`config.mk`:
```
export PLATFORM = sky130hd
export DESIGN_NAME = multicycle_controller
export DESIGN_NICKNAME = d
export VERILOG_FILES = /design/src/rtl/multicycle_controller.sv
export SDC_FILE = /design/constraint.sdc
export NUM_CORES = 1
export LEC_CHECK = 0
export CELL_PAD_IN_SITES_DETAIL_PLACEMENT = 1
export CELL_PAD_IN_SITES_GLOBAL_PLACEMENT = 1
export CORE_AREA = 5 5 111 113
export CTS_CLUSTER_SIZE = 25
export DETAILED_ROUTE_END_ITERATION = 8
export DIE_AREA = 0 0 116 118
export PLACE_DENSITY_LB_ADDON = 0.1
export SLEW_MARGIN = 20
export SYNTH_ARGS = -nofsm -noshare
export SYNTH_HDL_FRONTEND = slang
export SYNTH_SLANG_ARGS = --single-unit
```
`constraint.sdc`:
```
create_clock -name clk -period 3.2 [get_ports clk]
set_input_delay 0.64 -clock clk [delete_from_list [all_inputs] [get_ports clk]]
set_output_delay 0.64 -clock clk [all_outputs]
set_load 0.005 [all_outputs]
```
`src/rtl/multicycle_controller.sv`:
```
// Multi-cycle RV32I sequencer: FETCH -> EXEC -> (MEM) -> FETCH, traps on illegal opcodes or bus timeouts.
// Latency: fetch cycles + 1 (+ mem cycles for LW/SW); a req is held until ack, or until TIMEOUT cycles pass, then it traps.
module multicycle_controller #(
    parameter int          TIMEOUT  = 16,
    parameter logic [31:0] NOP_INST = 32'h0000_0013
) (
    input  logic        clk,
    input  logic        rset,
    output logic        imem_req,
    input  logic        imem_ack,
    input  logic [31:0] imem_rdata,
    output logic [31:0] inst,
    input  logic        beq,
    output logic        pc_en,
    output logic        pc_sel,
    output logic [2:0]  imm_sel,
    output logic        RF_we,
    output logic        a_sel,
    output logic        b_sel,
    output logic [3:0]  alu_sel,
    output logic [1:0]  wb_sel,
    output logic        dmem_req,
    output logic        dmem_we,
    input  logic        dmem_ack,
    output logic        halted,
    output logic [1:0]  trap_cause,
    output logic [31:0] instret
);
    localparam int CW = $clog2(TIMEOUT + 1);
    localparam logic [CW-1:0] WAIT_LAST = CW'(TIMEOUT - 1);

    typedef enum logic [1:0] {FETCH, EXEC, MEM, TRAP} state_t;

    state_t        state;
    logic [31:0]   ir;
    logic [CW-1:0] wait_cnt;

    logic       d_legal, d_mem, d_store, d_branch;
    logic       d_a, d_b, d_pc_sel;
    logic [2:0] d_imm;
    logic [3:0] d_alu;
    logic [1:0] d_wb;

    wire [6:0] opcode = ir[6:0];
    wire [2:0] funct3 = ir[14:12];
    wire [6:0] funct7 = ir[31:25];

    function automatic logic [3:0] alu_of(input logic [2:0] f3, input logic alt);
        case (f3)
            3'd0:    alu_of = alt ? 4'd1 : 4'd0;
            3'd1:    alu_of = 4'd2;
            3'd2:    alu_of = 4'd3;
            3'd3:    alu_of = 4'd4;
            3'd4:    alu_of = 4'd5;
            3'd5:    alu_of = alt ? 4'd7 : 4'd6;
            3'd6:    alu_of = 4'd8;
            default: alu_of = 4'd9;
        endcase
    endfunction

    always_comb begin
        d_legal  = 1'b0;
        d_mem    = 1'b0;
        d_store  = 1'b0;
        d_branch = 1'b0;
        d_a      = 1'b0;
        d_b      = 1'b0;
        d_pc_sel = 1'b0;
        d_imm    = 3'd0;
        d_alu    = 4'd0;
        d_wb     = 2'd0;
        case (opcode)
            7'b0110011: begin
                d_legal = (funct7 == 7'h00) ||
                          (funct7 == 7'h20 && (funct3 == 3'd0 || funct3 == 3'd5));
                d_alu   = alu_of(funct3, funct7[5]);
                d_wb    = 2'd1;
            end
            7'b0010011: begin
                // only the shift-immediates carry a funct7 field
                case (funct3)
                    3'd1:    d_legal = (funct7 == 7'h00);
                    3'd5:    d_legal = (funct7 == 7'h00) || (funct7 == 7'h20);
                    default: d_legal = 1'b1;
                endcase
                d_alu = alu_of(funct3, (funct3 == 3'd5) && funct7[5]);
                d_b   = 1'b1;
                d_wb  = 2'd1;
            end
            7'b0110111: begin
                d_legal = 1'b1;
                d_imm   = 3'd3;
                d_b     = 1'b1;
                d_alu   = 4'd10;
                d_wb    = 2'd1;
            end
            7'b0010111: begin
                d_legal = 1'b1;
                d_imm   = 3'd3;
                d_a     = 1'b1;
                d_b     = 1'b1;
                d_wb    = 2'd1;
            end
            7'b1101111: begin
                d_legal  = 1'b1;
                d_imm    = 3'd4;
                d_a      = 1'b1;
                d_b      = 1'b1;
                d_pc_sel = 1'b1;
                d_wb     = 2'd2;
            end
            7'b1100111: begin
                d_legal  = (funct3 == 3'd0);
                d_b      = 1'b1;
                d_pc_sel = 1'b1;
                d_wb     = 2'd2;
            end
            7'b1100011: begin
                d_legal  = (funct3 == 3'd0) || (funct3 == 3'd1);
                d_branch = 1'b1;
                d_imm    = 3'd2;
                d_a      = 1'b1;
                d_b      = 1'b1;
                d_pc_sel = funct3[0] ? !beq : beq;
            end
            7'b0000011: begin
                d_legal = (funct3 == 3'd2);
                d_mem   = 1'b1;
                d_b     = 1'b1;
            end
            7'b0100011: begin
                d_legal = (funct3 == 3'd2);
                d_mem   = 1'b1;
                d_store = 1'b1;
                d_imm   = 3'd1;
                d_b     = 1'b1;
            end
            default: d_legal = 1'b0;
        endcase
    end

    always_comb begin
        imem_req = 1'b0;
        pc_en    = 1'b0;
        pc_sel   = 1'b0;
        imm_sel  = 3'd0;
        RF_we    = 1'b0;
        a_sel    = 1'b0;
        b_sel    = 1'b0;
        alu_sel  = 4'd0;
        wb_sel   = 2'd0;
        dmem_req = 1'b0;
        dmem_we  = 1'b0;
        halted   = 1'b0;
        case (state)
            FETCH: imem_req = 1'b1;
            EXEC: if (d_legal) begin
                imm_sel = d_imm;
                a_sel   = d_a;
                b_sel   = d_b;
                alu_sel = d_alu;
                wb_sel  = d_wb;
                pc_sel  = d_pc_sel;
                RF_we   = !d_mem && !d_branch;
                pc_en   = !d_mem;
            end
            MEM: begin
                imm_sel  = d_imm;
                a_sel    = d_a;
                b_sel    = d_b;
                alu_sel  = d_alu;
                dmem_req = 1'b1;
                dmem_we  = d_store;
                pc_en    = dmem_ack;
                RF_we    = dmem_ack && !d_store;
            end
            default: halted = 1'b1;
        endcase
    end

    always_ff @(posedge clk) begin
        if (rset) begin
            state      <= FETCH;
            ir         <= NOP_INST;
            instret    <= 32'd0;
            wait_cnt   <= '0;
            trap_cause <= 2'd0;
        end else begin
            case (state)
                FETCH: begin
                    if (imem_ack) begin
                        ir       <= imem_rdata;
                        state    <= EXEC;
                        wait_cnt <= '0;
                    end else if (wait_cnt == WAIT_LAST) begin
                        state      <= TRAP;
                        trap_cause <= 2'd2;
                        wait_cnt   <= '0;
                    end else begin
                        wait_cnt <= wait_cnt + 1'b1;
                    end
                end
                EXEC: begin
                    wait_cnt <= '0;
                    if (!d_legal) begin
                        state      <= TRAP;
                        trap_cause <= 2'd1;
                    end else if (d_mem) begin
                        state <= MEM;
                    end else begin
                        instret <= instret + 32'd1;
                        state   <= FETCH;
                    end
                end
                MEM: begin
                    if (dmem_ack) begin
                        instret  <= instret + 32'd1;
                        state    <= FETCH;
                        wait_cnt <= '0;
                    end else if (wait_cnt == WAIT_LAST) begin
                        state      <= TRAP;
                        trap_cause <= 2'd3;
                        wait_cnt   <= '0;
                    end else begin
                        wait_cnt <= wait_cnt + 1'b1;
                    end
                end
                default: state <= TRAP;
            endcase
        end
    end

    assign inst = ir;
endmodule

```
==> impl_metrics.csv <==
group,metric,value,unit
route,detail_route.vias_per_cell,5.05,
floorplan,core_area,0.0112,mm^2
outcome,outcome,"completed",
clock_tree,cts_tree,"built",
floorplan,start_util,0.322,
setup_path,critical_path_arrival,2.45,ns
timing,finClkSkew,0.00933,ns
timing,fmax,0.324,GHz
power,p_leak,0.00213,uW
setup_path,cpPeakStageDelay,0.54,ns
setup_path,path_buf_inv,2,
clock_tree,insertion_delay,0.33,ns
floorplan,ioPinCount,121,
setup_path,worst-path-max-fanout,8,
logic_synthesis,ys.flop_type,"dfxtp_1",
timing,final_max_slew_viol_count,0,
route,drt_iter0_markers,171,
timing,rsz0062_at_grt,"false",
timing,relSlewSlack,0.504,
setup_path,r2r_end,"instret[25]",
placement,place_area,0.00507,mm^2
grt,grt_pass1_wl,20100,um
power,p_sw_frac,0.331,
run,maxCapViolCount,0,
clock_tree,numCtsBuffers,9,
setup_path,cp.required,2.56,ns
layout,fillers,1352,
route,met2_length,6020,um
setup_path,worstSetupEndpointType,"output port",
hold_path,hold_path_class,"reg2reg",
setup_path,crit_type,"reg2out",
route,wl_per_cell,16.2,um
setup_path,cpMaxStageDelayCell,"or4_4",
logic_synthesis,syn_avg_cell_area,7.81,um^2
floorplan,core.rowCount,39,
logic_synthesis,synth_area,0.00362,mm^2
setup_path,cp_top_family,"simple AND/OR/NAND/NOR gates",
grt,grtUsageTotal,0.181,
setup_path,timing.rr.start,"inst[31]",
power,power.switching,1220,uW
clock_tree,clk_path_buf_depth,2,
placement,dp_hpwl,8920,um
setup_path,crit_start,"inst[31]",
floorplan,die_height,118,um
grt,antenna_found_initial,0,
setup_path,critPathLaunchType,"flip-flop",
power,ir_drop,0.295,mV
timing,setup_viol,0,
route,ant_nets,0,
floorplan,die_area,0.0137,mm^2
route,drt_wl_total,12100,um
layout,area_growth,53.8,%
placement,portBuffers,120,
power,p_int,2470,uW
setup_path,reg2regPathDepth,14,
layout,final_area,0.00556,mm^2
grt,grt-ovfl-total,0,
route,top_layer_used,"met4",
timing,hold_slack,0.460,ns
timing,tightest_slew,0.744,ns
timing,hold_viol,0,
logic_synthesis,synth_edf_count,0,
timing,fin_crit_sh,0.965,
route,wl_met3,624,um
route,routed-via-count,3774,
placement,finalWeightedCongestion,0.815,
logic_synthesis,ys_types,53,
logic_synthesis,ys_ff_latch,73,
layout,drive_above_1_share,0.131,
route,drc,0,
setup_path,path_cells,"or4_4 > o32ai_2 > nand2_1 > o21ai_2 > and2_4 > o21ai_4 > buf_4 > nor3_2 > clkdlybuf4s15_1",
setup_path,crit_end,"imm_sel[2]",
route,firstDrtPassIters,4,
setup_path,cp.depth,9,
logic_synthesis,yosysSeqAreaShare,0.404,
grt,first_global_vias,3963,
grt,grt_max_degree,41,
power,comb_power_share,0.390,
power,powerDensity,665,mW/mm^2
power,share_seq_of_total_power,0.296,
clock_tree,cts.clk_slew.worst_paths,0.06,ns
clock_tree,root_buffer,"clkbuf_16",
clock_tree,clock-sinks,73,
power,pwr-share-clk,0.314,
logic_synthesis,yosys-top-cells-area,"dfxtp_1 (40%), nand2_1 (9.6%), a21oi_1 (7.9%), xor2_1 (5.3%), nor2_1 (3.9%)",
timing,period_needed,3.09,ns
logic_synthesis,synth_area_leader_cell,"dfxtp_1",
layout,nets,644,
logic_synthesis,synth_async_sr_flop_share,0,
layout,n_antenna_cell,0,
logic_synthesis,synth.top_cell.area_share,0.404,
logic_synthesis,syn_nets,507,
logic_synthesis,yosys_warnings,0,
clock_tree,htreeDepth,3,
logic_synthesis,postSynthCellCount,463,
setup_path,reg2reg_slack,0.20,ns
route,drt-met1-wl,5320,um
floorplan,floorplan.die.width,116,um
[worst reg2reg max path, delay by kind of cell, from the launching register on]
kind                   cells  cell delay [ns]
AOI/OAI and AO/OA          3             0.54
buffers and inverters      7             0.92
DFF                        1             0.31
and+or+nand+nor            4             1.17
[synthesized netlist by cell type, types with 2 or more instances]
cell type   n
nand2_1    92
dfxtp_1    73
a21oi_1    57
nor2_1     38
clkbuf_1   24
xor2_1     22
o21ai_0    17
nand4_1    16
nand3_1    12
and3_1     11
or3_1      11
and2_1      8
and4_1      8
ha_1        7
nor3_1      7
inv_1       6
nor2b_1     6
buf_2       4
nand3b_1    4
nor3b_1     3
xnor2_1     3
a21boi_0    2
nand4b_1    2
[stage by stage]
| stage | power, uW | TNS [ns] | cells | setup WS (ns) | util |
|---|---|---|---|---|---|
| 6_report | 3700 | 0 | 748 | 0.111 | 0.495 |
| 5_1_grt | 3940 | 0 | 748 | 0.00765 | 0.495 |
| 4_1_cts | 3680 | 0 | 746 | 0.00277 | 0.490 |
| 3_5_place_dp | 2420 | -0.00494 | 723 | -0.00494 | 0.452 |
| 3_3_place_gp | 2380 | 0 | 723 | 0.0605 | 0.452 |
| 2_1_floorplan | 1810 | 0 | 463 | 0.497 | - |
[layout make-up]
type / count / area (um^2) / share of cell area
clock buffer: 11 / 243 / 0.0437
clock inverter: 5 / 103 / 0.0185
inverter: 6 / 22.5 / 0.00405
multi-input combinational: 355 / 2080 / 0.375
sequential: 73 / 1460 / 0.263
tap: 143 / 179 / 0.0322
timing repair buffer: 155 / 1470 / 0.264
[worst min-delay path by stage]
stage / start / to / slack (ns) / cells after the start
floorplan: wait_cnt[4] / wait_cnt[4] / 0.45 / 1
global placement: inst[8] / inst[8] / 0.44 / 2
detailed placement: inst[19] / inst[19] / 0.46 / 2
CTS: inst[19] / inst[19] / 0.46 / 2
global route: inst[9] / inst[9] / 0.48 / 2
finish: inst[20] / inst[20] / 0.46 / 2
[routing by layer]
layer | track usage | up-vias
met2 | 0.306 | 77
met3 | 0.0488 | 15
met1 | 0.226 | 1804
met5 | 0 | -
li1 | - | 1878
met4 | 0.0450 | 0
[state kept, by name, indices dropped and copies added, names as in the netlist]
name        count
inst           32
instret        32
state           2
trap_cause      2
wait_cnt        5
[cells by family after synthesis]
group	count (synthesis)	synth area share
adders and majority gates	7	0.0242
DFF	73	0.404
muxes	1	0.00311
xor gates and xnor gates	25	0.0606
and+or+nand+nor	230	0.320
buffers and inverters	35	0.0377
AOI/OAI and AO/OA	92	0.150
[timing repair]
item | in CTS | in global routing
resized for setup | 22 | 13
hold buffers | 0 | 0
buffers inserted | 7 | 2
pin swaps | 4 | 3
endpoints found under the setup margin | 14 | 29
gates cloned | 0 | 0
endpoints found under the hold margin | 0 | 0
[cell usage in the layout, fill, tap and decap left out, types with 8 or more instances in the layout]
master           count
nor2_1              38
and3_1              11
nand4_1             16
xor2_1              22
a21oi_1             54
clkdlybuf4s50_1    106
buf_4               33
o21ai_0             17
nand3_1             12
dfxtp_1             72
or3_1               11
and4_1               8
nand2_1             92
clkbuf_16            9
[power groups by stage]
| stage | registers, uW | clock network (uW) | logic [uW] |
|---|---|---|---|
| finish | 1090 | 1160 | 1440 |
| global route | 1110 | 1240 | 1590 |
| CTS | 1090 | 1190 | 1400 |
| detailed placement | 1110 | 0 | 1310 |
| global placement | 1100 | 0 | 1280 |
| floorplan | 1110 | 0 | 700 |
Note: power is estimated with default switching activity, not from simulation.
